### config.mk
export PLATFORM = sky130hd
export DESIGN_NAME = core_dispatch_ctrl
export DESIGN_NICKNAME = d
export VERILOG_FILES = /design/src/rtl/core_dispatch_pkg.sv /design/src/rtl/dispatch_result_reader.sv /design/src/rtl/core_dispatch_ctrl.sv
export SDC_FILE = /design/constraint.sdc
export NUM_CORES = 1
export LEC_CHECK = 0
export CAP_MARGIN = 20
export CELL_PAD_IN_SITES_DETAIL_PLACEMENT = 0
export CELL_PAD_IN_SITES_GLOBAL_PLACEMENT = 1
export CORE_UTILIZATION = 42
export CTS_CLUSTER_SIZE = 8
export DETAILED_ROUTE_END_ITERATION = 8
export MAX_ROUTING_LAYER = met4
export PLACE_DENSITY_LB_ADDON = 0.1
export SLEW_MARGIN = 30
export SYNTH_ARGS = -nofsm -noshare
export SYNTH_HDL_FRONTEND = slang
export SYNTH_SLANG_ARGS = --single-unit
export TNS_END_PERCENT = 50
### constraint.sdc
create_clock -name clock -period 5.6 [get_ports clock]
set_input_delay 1.68 -clock clock [delete_from_list [all_inputs] [get_ports clock]]
set_output_delay 1.68 -clock clock [all_outputs]
set_load 0.03 [all_outputs]
### src/rtl/core_dispatch_pkg.sv
// core_dispatch_pkg
// Shared types and constants for the core dispatch controller and its
// result reader: FSM state encoding, per-core status command codes and
// the default parameter values used by both modules.
package core_dispatch_pkg;

  localparam int DEF_NUM_CORES      = 4;
  localparam int DEF_ADDR_W         = 8;
  localparam int DEF_DATA_W         = 16;
  localparam int DEF_TIMEOUT_CYCLES = 4096;

  localparam logic [1:0] STATUS_OFF = 2'b00;
  localparam logic [1:0] STATUS_RUN = 2'b01;

  typedef enum logic [2:0] {
    ST_IDLE   = 3'd0,
    ST_LAUNCH = 3'd1,
    ST_WAIT   = 3'd2,
    ST_READ   = 3'd3,
    ST_DONE   = 3'd4
  } state_t;

endpackage

### src/rtl/dispatch_result_reader.sv
// dispatch_result_reader
// Reads i_len words starting at i_base from the data memory and presents
// them one at a time on a valid/ready port through a one-deep output
// register. A read is issued only when the output register is empty (or
// is being emptied this cycle) and no read is already in flight.
// Ports:
//   clock, reset        rising-edge clock, async active-high reset
//   i_start             one-cycle pulse: clear counters and begin
//   i_base, i_len       first address and word count (i_len != 0)
//   o_mem_addr/o_mem_rd_en, i_mem_dataout   memory read port (1-cycle data)
//   o_out_data/o_out_valid, i_out_ready     result stream
//   o_last_acc          one-cycle pulse after the final word is accepted
module dispatch_result_reader
  import core_dispatch_pkg::*;
#(
  parameter int ADDR_W = DEF_ADDR_W,
  parameter int DATA_W = DEF_DATA_W
) (
  input  logic              clock,
  input  logic              reset,
  input  logic              i_start,
  input  logic [ADDR_W-1:0] i_base,
  input  logic [ADDR_W-1:0] i_len,
  output logic [ADDR_W-1:0] o_mem_addr,
  output logic              o_mem_rd_en,
  input  logic [DATA_W-1:0] i_mem_dataout,
  output logic [DATA_W-1:0] o_out_data,
  output logic              o_out_valid,
  input  logic              i_out_ready,
  output logic              o_last_acc
);

  logic              r_active;
  logic              r_inflight;
  logic              r_out_valid;
  logic              r_last_acc;
  logic [ADDR_W-1:0] r_issue_idx;
  logic [ADDR_W-1:0] r_acc_cnt;
  logic [DATA_W-1:0] r_out_data;

  logic w_pop;
  logic w_more;
  logic w_rd_en;
  logic w_last;

  assign w_pop   = r_out_valid & i_out_ready;
  assign w_more  = (r_issue_idx != i_len);
  // An in-flight read already owns the output register slot.
  assign w_rd_en = r_active & w_more & ~r_inflight & (~r_out_valid | w_pop);
  assign w_last  = w_pop & (r_acc_cnt == (i_len - ADDR_W'(1)));

  always_ff @(posedge clock or posedge reset) begin
    if (reset) begin
      r_active    <= 1'b0;
      r_inflight  <= 1'b0;
      r_out_valid <= 1'b0;
      r_last_acc  <= 1'b0;
      r_issue_idx <= '0;
      r_acc_cnt   <= '0;
      r_out_data  <= '0;
    end else begin
      r_last_acc <= 1'b0;
      r_inflight <= w_rd_en;
      if (i_start) begin
        r_active    <= 1'b1;
        r_issue_idx <= '0;
        r_acc_cnt   <= '0;
      end else begin
        if (w_rd_en) r_issue_idx <= r_issue_idx + ADDR_W'(1);
        if (w_pop) begin
          r_acc_cnt <= r_acc_cnt + ADDR_W'(1);
          if (w_last) begin
            r_active   <= 1'b0;
            r_last_acc <= 1'b1;
          end
        end
      end
      if (r_inflight) begin
        r_out_data  <= i_mem_dataout;
        r_out_valid <= 1'b1;
      end else if (w_pop) begin
        r_out_valid <= 1'b0;
      end
    end
  end

  // Address wraps naturally at 2^ADDR_W.
  assign o_mem_addr  = r_active ? (i_base + r_issue_idx) : '0;
  assign o_mem_rd_en = w_rd_en;
  assign o_out_data  = r_out_data;
  assign o_out_valid = r_out_valid;
  assign o_last_acc  = r_last_acc;

endmodule

### src/rtl/core_dispatch_ctrl.sv
// core_dispatch_ctrl
// Host-side run/finish sequencer for a 4-core processor. Drives the per-core
// run commands, collects end_process finish flags, then streams a block of
// result words out of the data memory.
// Ports:
//   clock, reset                 rising-edge clock, async active-high reset
//   start, core_mask, result_base, result_len   job launch (IDLE only)
//   status0..status3             per-core command (00 off, 01 run)
//   end_process                  per-core finish level
//   mem_addr, mem_rd_en, mem_dataout            data memory read port
//   out_data, out_valid, out_ready              result stream
//   busy, done, error            job status
// Optional build macro: CORE_DISPATCH_WATCHDOG_EN adds a WAIT-state timeout
// of TIMEOUT_CYCLES cycles that aborts the job and raises a sticky error.
//
// state  | meaning
// IDLE   | waiting for start; job parameters latched on start
// LAUNCH | one cycle; masked cores commanded to run at its end
// WAIT   | collecting finish flags; finished cores switched off
// READ   | result reader streaming result_len words
// DONE   | one-cycle done pulse, then back to IDLE
module core_dispatch_ctrl
  import core_dispatch_pkg::*;
#(
  parameter int NUM_CORES      = DEF_NUM_CORES,
  parameter int ADDR_W         = DEF_ADDR_W,
  parameter int DATA_W         = DEF_DATA_W,
  parameter int TIMEOUT_CYCLES = DEF_TIMEOUT_CYCLES
) (
  input  logic                 clock,
  input  logic                 reset,
  input  logic                 start,
  input  logic [NUM_CORES-1:0] core_mask,
  input  logic [ADDR_W-1:0]    result_base,
  input  logic [ADDR_W-1:0]    result_len,
  output logic [1:0]           status0,
  output logic [1:0]           status1,
  output logic [1:0]           status2,
  output logic [1:0]           status3,
  input  logic [NUM_CORES-1:0] end_process,
  output logic [ADDR_W-1:0]    mem_addr,
  output logic                 mem_rd_en,
  input  logic [DATA_W-1:0]    mem_dataout,
  output logic [DATA_W-1:0]    out_data,
  output logic                 out_valid,
  input  logic                 out_ready,
  output logic                 busy,
  output logic                 done,
  output logic                 error
);

  if (NUM_CORES != 4 || TIMEOUT_CYCLES < 2) begin : g_param_check
    $error("core_dispatch_ctrl: NUM_CORES must be 4 and TIMEOUT_CYCLES at least 2");
  end

  state_t                      r_state;
  logic [NUM_CORES-1:0]        r_mask;
  logic [NUM_CORES-1:0]        r_done_seen;
  logic [NUM_CORES-1:0][1:0]   r_status;
  logic [ADDR_W-1:0]           r_base;
  logic [ADDR_W-1:0]           r_len;
  logic                        r_busy;
  logic                        r_done;
  logic                        r_rd_start;

  logic [NUM_CORES-1:0]        w_seen_nxt;
  logic                        w_last_acc;

`ifdef CORE_DISPATCH_WATCHDOG_EN
  localparam int WD_W = $clog2(TIMEOUT_CYCLES);
  logic [WD_W-1:0] r_wd_cnt;
  logic            r_error;
  assign error = r_error;
`else
  assign error = 1'b0;
`endif

  // Finish flags from unmasked cores never reach done_seen.
  assign w_seen_nxt = r_done_seen | (end_process & r_mask);

  always_ff @(posedge clock or posedge reset) begin
    if (reset) begin
      r_state     <= ST_IDLE;
      r_mask      <= '0;
      r_done_seen <= '0;
      r_status    <= '0;
      r_base      <= '0;
      r_len       <= '0;
      r_busy      <= 1'b0;
      r_done      <= 1'b0;
      r_rd_start  <= 1'b0;
`ifdef CORE_DISPATCH_WATCHDOG_EN
      r_wd_cnt    <= '0;
      r_error     <= 1'b0;
`endif
    end else begin
      r_done     <= 1'b0;
      r_rd_start <= 1'b0;
      case (r_state)
        ST_IDLE: begin
          if (start) begin
            r_mask      <= core_mask;
            r_base      <= result_base;
            r_len       <= result_len;
            r_done_seen <= '0;
            r_busy      <= 1'b1;
`ifdef CORE_DISPATCH_WATCHDOG_EN
            r_error     <= 1'b0;
`endif
            if (core_mask != '0) begin
              r_state <= ST_LAUNCH;
            end else begin
              r_state <= ST_DONE;
              r_done  <= 1'b1;
            end
          end
        end
        ST_LAUNCH: begin
          for (int i = 0; i < NUM_CORES; i++)
            r_status[i] <= r_mask[i] ? STATUS_RUN : STATUS_OFF;
`ifdef CORE_DISPATCH_WATCHDOG_EN
          // Down-counter reaches zero in the TIMEOUT_CYCLES-th WAIT cycle.
          r_wd_cnt <= WD_W'(TIMEOUT_CYCLES - 1);
`endif
          r_state <= ST_WAIT;
        end
        ST_WAIT: begin
          r_done_seen <= w_seen_nxt;
          for (int i = 0; i < NUM_CORES; i++)
            if (w_seen_nxt[i]) r_status[i] <= STATUS_OFF;
          // Uses the next done_seen so a flag arriving this cycle counts now.
          if (w_seen_nxt == r_mask) begin
            if (r_len != '0) begin
              r_state    <= ST_READ;
              r_rd_start <= 1'b1;
            end else begin
              r_state <= ST_DONE;
              r_done  <= 1'b1;
            end
          end
`ifdef CORE_DISPATCH_WATCHDOG_EN
          else if (r_wd_cnt == '0) begin
            r_status <= '0;
            r_error  <= 1'b1;
            r_state  <= ST_DONE;
            r_done   <= 1'b1;
          end else begin
            r_wd_cnt <= r_wd_cnt - WD_W'(1);
          end
`endif
        end
        ST_READ: begin
          if (w_last_acc) begin
            r_state <= ST_DONE;
            r_done  <= 1'b1;
          end
        end
        ST_DONE: begin
          r_state <= ST_IDLE;
          r_busy  <= 1'b0;
        end
        default: begin
          r_state <= ST_IDLE;
          r_busy  <= 1'b0;
        end
      endcase
    end
  end

  dispatch_result_reader #(
    .ADDR_W (ADDR_W),
    .DATA_W (DATA_W)
  ) u_reader (
    .clock         (clock),
    .reset         (reset),
    .i_start       (r_rd_start),
    .i_base        (r_base),
    .i_len         (r_len),
    .o_mem_addr    (mem_addr),
    .o_mem_rd_en   (mem_rd_en),
    .i_mem_dataout (mem_dataout),
    .o_out_data    (out_data),
    .o_out_valid   (out_valid),
    .i_out_ready   (out_ready),
    .o_last_acc    (w_last_acc)
  );

  assign status0 = r_status[0];
  assign status1 = r_status[1];
  assign status2 = r_status[2];
  assign status3 = r_status[3];
  assign busy    = r_busy;
  assign done    = r_done;

endmodule

# After elaboration in Yosys (flattened, before gate mapping)
# Cells that the tools add are included.
# totals
elab_cells,107
in_bits,44
out_inout_bits,37
regBits,74
# classes
mux,41
reduce_logical,19
add_sub_neg,4
n_eq_ne,13
n_bitwise,11
# ops
operator,n
8-bit two-way mux,5
1-bit two-way mux,21
"8-bit by 1-bit adder with 8-bit output, second input constant",2
8-bit case mux with 2 select lines,1
2-bit AND reduction,8
3-bit two-way mux,5
"2-bit != test, second input constant",6
3-bit case mux with 4 select lines,1
2-bit nonzero test,6
8-bit adder,1
8-bit == test,1
2-bit two-way mux,4
8-bit != test,1
4-bit case mux with 2 select lines,1
8-bit nonzero test,1
"8-bit by 1-bit subtractor with 8-bit output, second input constant",1
"3-bit by 2-bit == test with 1-bit output, second input constant",2
1-bit AND,5
4-bit AND,1
4-bit == test,1
4-bit two-way mux,1
4-bit OR,1
4-bit nonzero test,1
"3-bit by 1-bit == test with 1-bit output, second input constant",1
8 further kinds,10

# Longest topological paths before layout
# Gate-level depths: netlist (run 1).
# logic_depth
ltp_word,6
depth_mapped,7
depth_no_buf,7

# Modules after synthesis
# A second synthesis (run 1) with hierarchy kept.
# hier_totals
cells_unflattened,348
area_unflattened_um2,3758.6
# by_module_without_submodules
mod,instances,area_per_inst_um2,cells_each
dispatch_result_reader,1,2214.6,220
core_dispatch_ctrl,1,1544.0,128

# Worst setup path after synthesis (run 1)
# Ideal clock, no wire load.
# synth_timing
path_type,input to output
from,input out_ready
to,output mem_rd_en
setup_slack_ns,1.439
arrival_time_ns,2.481
n_path_buf,0
t_required_ns,3.920
cell_stages,3
path_cell_list,inv_1 > a21o_1 > a211oi_4
# synth_via
elab_chain_len,3
# synth_lines
element,line,text
from (decl),core_dispatch_ctrl.sv:46,"input logic out_ready,"
1-bit AND,dispatch_result_reader.sv:46,assign w_pop = r_out_valid & i_out_ready;
1-bit OR,dispatch_result_reader.sv:49,assign w_rd_en = r_active & w_more & ~r_inflight & (~r_out_valid | w_pop);
1-bit AND,dispatch_result_reader.sv:49,
to (decl),core_dispatch_ctrl.sv:42,"output logic mem_rd_en,"
# Every way passes these cells.

# Final worst setup path (run 1)
# Ends and elaborated chain as after synthesis.

==> metrics, run 1 <==
DRC viols=0; crit path max fanout=3; Synthesis Warnings=0; Arr. time, crit path=3420 ps; Fin. Hold Viols=0; Detailed Routing Iterations Pass 1=4; initial antenna violation count=0; top cells by area, synth=dfrtp_1 (48%), mux2_2 (10%), ha_1 (3.8%); postcts setup bufs=0; Final Core Density=0.567; EDFF count, synth=0; asr flop ratio synth=1.00; Worst Setup End Kind=output port; routed vias/inst=5.24; Ant. Diodes=0; TritonCTS Buffers=9; area grow syn2layout=29.0%; die width=95.5 µm; Initial Utilization=0.440; Max-Cap Viols=0; worst hold path type=flip-flop to flip-flop; endpoints failing setup=0; Detailed Place HPWL=5540 µm; Leak=2.04 nW; ys flop type=dfrtp_1; register area share after synthesis=0.477; CP required=3920 ps; Pwr Density=589 nW/µm²; cts repair resizes=0; Synth Instances=347; grt ovf=0; FMAX=0.196 GHz; GRT Total Usage=0.191; Die Y=95.5 µm; Core ar.=8340 µm²; critical-path cell list=clkdlybuf4s50_1 -> inv_1 -> a21o_1 -> a211oi_4 -> clkdlybuf4s50_1; Synth cell types=51; top cell type's share of synthesized area=0.477; critical path's top delay family=buffers and inverters; biggest area consumer among synthesized cells=dfrtp_1; total power=2.79 mW; Worst Path Buf+Inv=3; clk buf depth=2; number of I/O pins=81; num rows=33; fraction of layout cells with a size suffix above 1=0.138; Placed Cells=517; htree depth=3; vias in the first global route=2664; Max Clock Skew=7.71 ps; clock sink total=70; slew margin rel.=0.496; total wire length=7850 µm; critical path class=input port to output port; Clock transition at path regs=70 ps; clk_lat worst skew=350 ps; final cycle utilization of the critical path=0.910; TritonCTS clock tree=yes; Total Nets Final=479; pin count of the biggest net entering global routing=51; Port Buffer Count=75; RSZ-0062 raised after global routing=false; status=finished clean; CP most frequent cell=clkdlybuf4s50_1; routability cong.=0.802; peak supply drop=368 µV; wire per inst=14.7 µm; vias=2795; Setup TNS=0 ps; Mean Syn Cell Area=10.6 µm²; initial drt markers=88; slowest cell on the critical path=clkdlybuf4s50_1; Final Slew Violations=0; Clock Tree Root=clkbuf_8; Detail Route Antenna Nets=0; Post-Layout Cell Count=533; crit start category=input port; hold slack=506 ps; Crit path largest cell delay=710 ps; worst-margin pin slew=756 ps; register bit total from synthesis=70; hold-fix buffers at CTS=0; global-route wire length before repair=12700 µm; min cycle time layout=5100 ps; die area=9110 µm²; Mapped Area=3670 µm²; number of fill cells=744
==> metal layers <==
| layer | vias to the layer above | global-route usage | share of wire |
|---|---|---|---|
| met5 | - | - | 0 |
| met3 | 5 | 0.0470 | 0.051 |
| li1 | 1383 | - | - |
| met4 | 0 | 0.0709 | 0.0083 |
| met2 | 67 | 0.299 | 0.46 |
| met1 | 1340 | 0.240 | 0.48 |
==> flip-flops by register name, indices dropped and copies added (netlist names), 3 cells and up <==
name                  count
u_reader.o_out_data      16
r_base                    8
r_len                     8
u_reader.r_acc_cnt        8
u_reader.r_issue_idx      8
r_done_seen               4
r_mask                    4
r_state                   3
==> final timing paths <==
path	startpoint	end	slack [ps]	cells after the start
max	out_ready	mem_rd_en	500	5
min	u_reader.o_out_data[12]	u_reader.o_out_data[12]	510	1
max reg2reg	u_reader.r_inflight	u_reader.r_issue_idx[5]	3530	5
min reg2reg	u_reader.o_out_data[12]	u_reader.o_out_data[12]	510	1
max in group asynchronous	reset	busy	3090	3
min in group asynchronous	reset	status0[0]	1770	2
==> report_power, final <==
part,internal [mW],total (mW),switching [mW]
Combinational,0.665,1.37,0.708
Sequential,0.705,0.953,0.248
Clock,0.263,0.463,0.200
Total,1.63,2.79,1.16
==> cells by family (layout without fill, tap and decap cells) <==
family | Yosys count | after routing | synth area share
AO/OA/AOI/OAI | 59 | 59 | 0.102
XOR/XNOR | 24 | 24 | 0.0573
adder cells (fa/ha/maj) | 12 | 12 | 0.0430
buffers and inverters | 26 | 103 | 0.0334
flip-flops | 70 | 70 | 0.477
multiplexers | 39 | 39 | 0.119
other | 1 | 5 | 0.00102
AND/OR/NAND/NOR | 116 | 116 | 0.166
==> layout make-up <==
type	instances	area, µm²	share of cell area
clock inverter	5	82.6	0.0175
timing repair buffer	78	773	0.163
multi-input combinational	255	1820	0.384
sequential	70	1750	0.370
tap	105	131	0.0278
clock buffer	11	141	0.0299
inverter	9	36.3	0.00767
==> cell usage after synthesis (7+ instances only) <==
cell and n:
nor2b_1 8, nand2_1 24, nand4_1 7, nor2_1 29, clkbuf_1 8, o21ai_0 15, inv_1 9, mux2_2 34
a31oi_1 7, xor2_1 14, a21oi_1 18, ha_1 11, dfrtp_1 70, xnor2_1 10
==> cells in the final DEF, fill, tap and decap left out, types with 5 or more instances in the layout <==
master and n:
a21o_1 5, nand4_1 7, a31oi_1 7, xor2_1 14, clkdlybuf4s50_1 75, conb_1 5, clkbuf_8 10, ha_1 11
nor3b_1 6, xnor2_1 10, dfrtp_1 70, nor2_1 29, nand2_1 24, o21ai_0 15, nor2b_1 8, nor4_1 6
nor3_1 6, inv_1 8, mux2_2 34, a21oi_1 18
==> stage by stage <==
step | worst slack (ps) | area (µm²)
final | 501 | 4730
after global routing | 452 | 4730
after CTS | 488 | 4730
after detailed placement | 506 | 4510
after global placement | 510 | 4510
after floorplan | 1440 | 3680
No activity file was read; power rests on OpenSTA's default activity.
==> run 2, diff against run 1 <==
SLEW_MARGIN = 40   (was 30)
==> results of run 2 <==
Final layout, timing and power as in run 1 (identical DEF).
